==> config.mk <==
export PLATFORM = sky130hd
export DESIGN_NAME = instr_loader
export DESIGN_NICKNAME = d
export VERILOG_FILES = /design/src/rtl/instr_loader_pkg.sv /design/src/rtl/instr_loader_pack.sv /design/src/rtl/instr_loader.sv
export SDC_FILE = /design/constraint.sdc
export NUM_CORES = 1
export LEC_CHECK = 0
export CELL_PAD_IN_SITES_DETAIL_PLACEMENT = 1
export CELL_PAD_IN_SITES_GLOBAL_PLACEMENT = 1
export CORE_ASPECT_RATIO = 0.75
export CORE_MARGIN = 2
export CORE_UTILIZATION = 33
export DETAILED_ROUTE_END_ITERATION = 7
export MAX_ROUTING_LAYER = met4
export PLACE_DENSITY_LB_ADDON = 0.15
export SYNTH_ARGS = -nofsm -noshare
export SYNTH_HDL_FRONTEND = slang
export SYNTH_SLANG_ARGS = --single-unit
==> constraint.sdc <==
create_clock -name clk -period 2.15 [get_ports clk]
set_clock_uncertainty 0.1 [all_clocks]
set_input_delay 0.43 -clock clk [delete_from_list [all_inputs] [get_ports clk]]
set_output_delay 0.43 -clock clk [all_outputs]
set_load 0.005 [all_outputs]
==> src/rtl/instr_loader_pkg.sv <==
// Shared instruction-format definitions for the program loader and the decoder.
// Field order, the I-type opcode set and the loader state encoding are all defined here.
package instr_loader_pkg;

    localparam int WORD_W  = 16;
    localparam int FIELD_W = 4;
    localparam int OP_LSB  = 12;
    localparam int RS1_LSB = 8;
    localparam int RS2_LSB = 4;
    localparam int RA_LSB  = 0;

    // I-type opcodes occupy one contiguous range; ra carries an immediate for these.
    localparam logic [3:0] OP_ITYPE_FIRST = 4'd5;
    localparam logic [3:0] OP_ITYPE_LAST  = 4'd8;

    localparam logic [1:0] ST_IDLE = 2'd0;
    localparam logic [1:0] ST_LOAD = 2'd1;
    localparam logic [1:0] ST_DONE = 2'd2;

    // Member order matches the word layout, MSB first: op, rs1, rs2, ra.
    typedef struct packed {
        logic [FIELD_W-1:0] op;
        logic [FIELD_W-1:0] rs1;
        logic [FIELD_W-1:0] rs2;
        logic [FIELD_W-1:0] ra;
    } instr_fields_t;

    function automatic logic is_itype(input logic [3:0] op);
        return (op >= OP_ITYPE_FIRST) && (op <= OP_ITYPE_LAST);
    endfunction

    function automatic logic [WORD_W-1:0] checksum_next(input logic [WORD_W-1:0] acc,
                                                        input logic [WORD_W-1:0] word);
        return acc ^ word;
    endfunction

endpackage

==> src/rtl/instr_loader_pack.sv <==
// Combinational field packer: builds the instruction word and flags I-type and legal opcodes.
module instr_pack
    import instr_loader_pkg::*;
#(
    parameter int MAX_OP = 8
) (
    input  logic [3:0]  op,
    input  logic [3:0]  rs1,
    input  logic [3:0]  rs2,
    input  logic [3:0]  ra,
    output logic [15:0] word,
    output logic        reg_imm,
    output logic        legal
);

    localparam logic [4:0] MAX_OP_C = 5'(MAX_OP);

    instr_fields_t fields_s;

    // Pack fields into the decoder's layout and classify the opcode.
    always_comb begin
        fields_s.op  = op;
        fields_s.rs1 = rs1;
        fields_s.rs2 = rs2;
        fields_s.ra  = ra;
        word         = fields_s;
        reg_imm      = is_itype(op);
        legal        = ({1'b0, op} <= MAX_OP_C);
    end

endmodule

==> src/rtl/instr_loader.sv <==
// Program-loading front end: packs field beats into instruction words and writes them
// sequentially into instruction RAM, tracking count, XOR checksum and illegal opcodes.
module instr_loader
    import instr_loader_pkg::*;
#(
    parameter int ADDR_W = 8,
    parameter int DEPTH  = 256,
    parameter int MAX_OP = 8
) (
    input  logic              clk,
    input  logic              rst,
    input  logic              start,
    input  logic              finish,
    input  logic              in_valid,
    output logic              in_ready,
    input  logic [3:0]        in_op,
    input  logic [3:0]        in_rs1,
    input  logic [3:0]        in_rs2,
    input  logic [3:0]        in_ra,
    output logic              mem_we,
    output logic [ADDR_W-1:0] mem_addr,
    output logic [15:0]       mem_wdata,
    output logic              wr_imm,
    output logic [ADDR_W:0]   count,
    output logic [15:0]       checksum,
    output logic              full,
    output logic              done,
    output logic              err_illegal
);

    localparam logic [ADDR_W:0] ONE_C  = {{ADDR_W{1'b0}}, 1'b1};
    localparam logic [ADDR_W:0] LAST_C = (ADDR_W+1)'(DEPTH) - ONE_C;

    logic [1:0]        state_r;
    logic              mem_we_r;
    logic [ADDR_W-1:0] mem_addr_r;
    logic [15:0]       mem_wdata_r;
    logic              wr_imm_r;
    logic [ADDR_W:0]   count_r;
    logic [15:0]       checksum_r;
    logic              full_r;
    logic              done_r;
    logic              err_r;

    logic [15:0]       word_s;
    logic              imm_s;
    logic              legal_s;
    logic              accept_s;
    logic              write_s;
    logic              last_s;

    instr_pack #(.MAX_OP(MAX_OP)) u_pack (
        .op      (in_op),
        .rs1     (in_rs1),
        .rs2     (in_rs2),
        .ra      (in_ra),
        .word    (word_s),
        .reg_imm (imm_s),
        .legal   (legal_s)
    );

    // Handshake decode; in_ready depends only on state and full so it never loops through in_valid.
    always_comb begin
        in_ready = (state_r == ST_LOAD) && !full_r;
        accept_s = in_valid && in_ready;
        write_s  = accept_s && legal_s;
        last_s   = write_s && (count_r == LAST_C);
    end

    // Session FSM plus the registered write port and session statistics.
    always_ff @(posedge clk) begin
        if (rst) begin
            state_r     <= ST_IDLE;
            mem_we_r    <= 1'b0;
            mem_addr_r  <= '0;
            mem_wdata_r <= 16'h0000;
            wr_imm_r    <= 1'b0;
            count_r     <= '0;
            checksum_r  <= 16'h0000;
            full_r      <= 1'b0;
            done_r      <= 1'b0;
            err_r       <= 1'b0;
        end else begin
            mem_we_r <= write_s;
            case (state_r)
                ST_IDLE, ST_DONE: begin
                    if (start) begin
                        state_r    <= ST_LOAD;
                        count_r    <= '0;
                        checksum_r <= 16'h0000;
                        full_r     <= 1'b0;
                        done_r     <= 1'b0;
                        err_r      <= 1'b0;
                    end
                end
                ST_LOAD: begin
                    if (write_s) begin
                        mem_addr_r  <= count_r[ADDR_W-1:0];
                        mem_wdata_r <= word_s;
                        wr_imm_r    <= imm_s;
                        count_r     <= count_r + ONE_C;
                        checksum_r  <= checksum_next(checksum_r, word_s);
                    end
                    if (accept_s && !legal_s) begin
                        err_r <= 1'b1;
                    end
                    if (last_s) begin
                        full_r <= 1'b1;
                    end
                    // A beat taken alongside finish has already been written above.
                    if (last_s || finish) begin
                        state_r <= ST_DONE;
                        done_r  <= 1'b1;
                    end
                end
                default: begin
                    state_r <= ST_IDLE;
                end
            endcase
        end
    end

    assign mem_we      = mem_we_r;
    assign mem_addr    = mem_addr_r;
    assign mem_wdata   = mem_wdata_r;
    assign wr_imm      = wr_imm_r;
    assign count       = count_r;
    assign checksum    = checksum_r;
    assign full        = full_r;
    assign done        = done_r;
    assign err_illegal = err_r;

endmodule

# Yosys cells after proc, flatten, opt, wreduce, memory -nomap -nowiden
# Index checks and enable logic that the tools add are counted.
# Widths: inputs -> output; s select.
# word_totals
register_bits	56
output_inout_bits	55
wordCells	57
# op_classes
n_addsub	1
n_lt_le_gt_ge	3
eq_ne	8
n_mux	16
bitwise	1
reduce_logical	18
# ops
op	count
$mux 16	2
$pmux 16 s2	1
$mux 9	2
$pmux 9 s2	1
$xor 16x16->16	1
$reduce_and 3->1	4
$add 9x1->9 const B	1
$eq 9x8->1 const B	1
$le 4x4->1 const B	2
$logic_and 1x1->1	6
$ne 2x2->1 const B	3
$pmux 1 s2	3
$ge 4x3->1 const B	1
$mux 1	4
$mux 2	2
$ne 2x1->1 const B	2
$pmux 2 s2	1
$reduce_and 2->1	2
$eq 2x1->1 const B	1
$eq 2x2->1 const B	1
$logic_not 1->1	2
$logic_not 2->1	1
$reduce_bool 2->1	1
$reduce_or 2->1	1
$logic_or 1x1->1	1

# Depth between registers and ports, before layout
# logic_depth
word_depth	8
ltp_mapped	6

# By module
# From an unflattened synthesis, not the netlist that was laid out.
# unflattened
cells_unflattened	290
hier_area_um2	2542.4
# by_module_without_submodules
mod	instances	cells_per_inst	area_each_um2	seq_area_each_um2
instr_loader	1	269	2388.5	1121.1
instr_pack	1	21	153.9	0.0

# Worst setup path after synthesis
# No wires, ideal clock.
# synth_path
kind	in2reg
startpoint	input in_op[0]
endpoint	register count_r[3], in the netlist count[3]
arrival_ns	1.733
t_required_ns	1.980
setup_slack_ns	0.247
stages	5
path_buffers	1
path_cell_list	or3_4 -> and3_1 -> buf_6 -> or4_1 -> a21boi_1
# synth_between
elab_chain_cells	4
# synth_lines
item	line	text
from (decl)	instr_loader.sv:16	input logic [3:0] in_op,
$le 4x4->1	instr_loader_pack.sv:28	legal = ({1'b0, op} <= MAX_OP_C);
$logic_and 1x1->1	instr_loader.sv:66	write_s = accept_s && legal_s;
$ne 2x2->1 (no line)	--	
$reduce_and 3->1 (no line)	--	
to (signal assigned)	instr_loader.sv:101	count_r <= count_r + ONE_C;
to (decl)	instr_loader.sv:39	logic [ADDR_W:0] count_r;
# No other way between the ends.
# A chain may end at the register's enable or synchronous reset.

# Worst setup path after layout
# layout_path
startpoint	register state_r[1]
endpoint	output in_ready
# layout_between
elab_chain_cells	2
# layout_lines
item	line	text
from (decl)	instr_loader.sv:34	logic [1:0] state_r;
from (signal assigned)	instr_loader.sv:73	state_r <= ST_IDLE;
from (signal assigned)	instr_loader.sv:88	state_r <= ST_LOAD;
from (signal assigned)	instr_loader.sv:112	state_r <= ST_DONE;
$eq 2x1->1	instr_loader.sv:64	in_ready = (state_r == ST_LOAD) && !full_r;
$logic_and 1x1->1	instr_loader.sv:64	
to (decl)	instr_loader.sv:15	output logic in_ready,
# No other way between the ends.

==> impl_results.md <==
* Number of rows created at floorplan at 26
* Via count of the first global-routing pass at 2,324
* Number of endpoints failing setup at the final stage at 0
* Area share of the leading cell type in the synthesized netlist at around 47%
* Deepest clock path buffer count at 2
* Routability congestion estimate from global placement at 0.820
* DRT met1 WL at 3930 um
* Number of max-slew violations in the final report at 0
* Yosys cell types at 35
* Post-Syn Area per Cell at slightly above 8 um2
* Top flip-flop cell by instance count after synthesis: dfxtp_1
* Final Core Density at 50.8%
* Chain of cells forming the critical path: nand2b_2, nor2_1, clkdlybuf4s50_1
* Max-capacitance violation count at 0
* Clock buffers created by TritonCTS at 5
* Skew-Pair Late Insertion Delay at just over 0.3 ns
* Sequential Area at approximately 0.0011 mm2
* Commonest non-fill, non-tap cell in the layout: clkdlybuf4s50_1
* Number of DRC markers in iteration 0 at 71
* Critical Path Start Type: flop
* Number of primary I/O pins at 76
* Setup TNS Final at 0 ns
* Sink count of the clock tree at 56
* Area of all placed cells without fillers at roughly 0.0035 mm2
* Clock tree from TritonCTS: done
* Crit-path slowest cell: clkdlybuf4s50_1
* Vias/cell at 5.05
* Slack of the worst reg-to-reg path at 0.11 ns
* Synth area leaders: dfxtp_1 (47%), nand2_1 (11%), mux2i_1 (8.0%)
* Synth async-reset ratio at 0%
* Seq/Total Area, Yosys at between 40% and 50%
* Leakage component of the power at 1.32 nW
* Critical R2R Capture: count[8]
* Met3 routed wirelength at 225 um
* Layout area overhead at 46.5%
* Number of H-tree branching levels at 2
* Combined area of the multi-input logic cells at ~0.0012 mm2
* Largest area contributor in the netlist: dfxtp_1
* Clock-pin slew reported for the worst setup and hold paths after clock tree synthesis at 0.11 ns
* Routed len/inst at 15.9 um
* Antenna violations before repair at 0
* Vertical extent of the die at approximately 78 um
* Final total power at slightly above 2 mW
* Delay of the slowest cell on the worst path at 0.51 ns
* Synthesized instance count at 291
* HP Start: mem_addr[3]
* Launching point of the worst reg2reg path: count[5]
* Largest fanout on the critical path at 6
* Worst-case hold path end point: mem_addr[3]
* Detailed-route via count at around 2,400
* RSZ-0062 raised after global routing: false
* Endpoint required time on the critical path at 1.62 ns
* N_diodes at 0
* Synth warnings at 0
* Net count of the finished layout at 400
* Worst VDD drop at 0.000269 V
* Detailed-routed wire length on met2 at 3380 um
* Maximum number of pins on one net before global-route repair at 33
* Half-perimeter wire length after detailed placement at between 5000 and 6000 um
* Highest layer used for signal routing: met4
* Post-detailed-route count of antenna-violating nets at 0
* Pre-Repair DR Iteration Count at 4
* Post-synthesis net count at 314
* Global-route wire length before repair at 12,000 um
* Share of cells above drive strength 1 at around a tenth
* Die span in x at 102 um
* Worst hold-check path type: flop to flop
* Count of flip-flops with a built-in enable after synthesis at 0
* Worst hold path cell count at 2
* Post-route clock period utilization at 95.5%
* Final critical path time including I/O delays and setup at 2.05 ns
* Buffer count from post-CTS setup fixing at 0
* Total cell area at the placement stage at 0.00339 mm2
* R2R cell count at 6
* Kind of end point of the critical path: output port
* Area of the die at 0.00795 mm2
* Total Routing Usage GR at 19.8%
* Mapped cell area at 0.00239 mm2
* Worst setup slack after layout at 0.0965 ns
* Flip-flop and latch count after synthesis at 56
* Number of buffer cells added on primary ports at 75
* Worst Path Class, Setup: flop to output port
* GR Overflow Total at 0
* Cell Pwr Density at 584 mW/mm2
* Count of unresolved DRC violations after routing at 0
* Tightest slew margin relative to the limit at 57.8%
* Worst-case setup slack after placement at -0.219 ns
* Pin slew with the least headroom to its limit at 0.631 ns
* Area of the core at 0.00690 mm2
* Crit path DAT at ~1.5 ns
* Family with the most delay on the worst path: buffers and inverters
* Total wire length after detailed routing at between 7000 and 8000 um
* Most frequent cells in the layout: clkdlybuf4s50_1 (74), nand2_1 (70), dfxtp_1 (53), a21oi_1 (27), buf_4 (21)
* Initial Util at between 30% and 40%
* Final number of hold-violating endpoints at 0
* Highest Clock Rate at slightly below 500 MHz
* # fillers at 844
* Buffer cell driving the clock tree root: clkbuf_8
* Count of buffer and inverter cells on the critical path at 1
* Outcome: complete, no violations
-- cell usage after synthesis (4+ instances only) --
cell type and number:
a21oi_1 28, dfxtp_1 56, o21ai_0 5, inv_1 4, nand3_1 20, clkbuf_1 16, or3_1 19, nand2_1 70
nor2_1 12, mux2i_1 19, nor3_1 5
-- how the worst max path moves through the flow --
stage / to / start / cells after the start / slack (ns)
after floorplan: count[3] / in_op[0] / 5 / 0.25
after global placement: count[5] / in_op[0] / 6 / -0.19
after detailed placement: count[3] / in_valid / 5 / -0.22
after CTS: in_ready / state_r[1] / 3 / 0.02
after global routing: count[8] / count[5] / 6 / 0.02
final: in_ready / state_r[1] / 3 / 0.1
-- worst reg2reg max path, stage by stage (launching register included) --
cell	delay, ns
dfxtp_1	0.41
and4_1	0.25
nand2_1	0.10
nor2_1	0.18
ha_1	0.25
or4_1	0.53
a21oi_1	0.16
-- flip-flops by register name, indices dropped and copies added, names as in the netlist --
name / cells
checksum: 16
count: 9
done: 1
err_illegal: 1
full: 1
mem_addr: 8
mem_wdata: 16
mem_we: 1
state_r: 2
wr_imm: 1
-- per-layer routing --
layer  vias to the layer above  global-route usage (%)
met2                        48                    29.4
met4                         0                    2.93
met3                         2                    2.97
met1                      1170                    29.0
met5                         -                       -
li1                       1186                       -
-- per-stage QoR --
step           std cells  hold WS, ns
2_1_floorplan        291        0.353
6_report             476        0.361
5_1_grt              476        0.389
4_1_cts              476        0.365
3_5_place_dp         468        0.349
3_3_place_gp         468        0.342
-- final cells by class --
cell class,count,share of cell area (%)
Clock inverter,3,0.715
Sequential cell,56,32.1
Timing Repair Buffer,99,27.5
Tap cell,98,3.50
Multi-Input combinational cell,211,33.7
Inverter,4,0.429
Clock buffer,5,1.97
-- report_power, final --
group | total (mW) | internal [mW] | switching [mW] | leakage (nW)
registers | 1.09 | 1.07 | 0.0236 | 0.455
clock network | 0.613 | 0.239 | 0.375 | 0.0452
logic | 0.338 | 0.172 | 0.166 | 0.815
-- kinds of logic after synthesis --
family                     Yosys count  share of synthesized area [%]
muxes                               19                           7.96
buffers and inverters               24                           4.19
DFF                                 56                           46.9
adders and majority gates            2                           1.05
and+or+nand+nor                    144                           28.6
AOI/OAI and AO/OA                   46                           11.3
-- timing repair --
| item | in CTS | in global routing |
|---|---|---|
| hold buffers | 0 | 0 |
| endpoints found under the setup margin | 0 | 5 |
| resized for setup | 0 | 5 |
(Power assumes the default switching activity.)
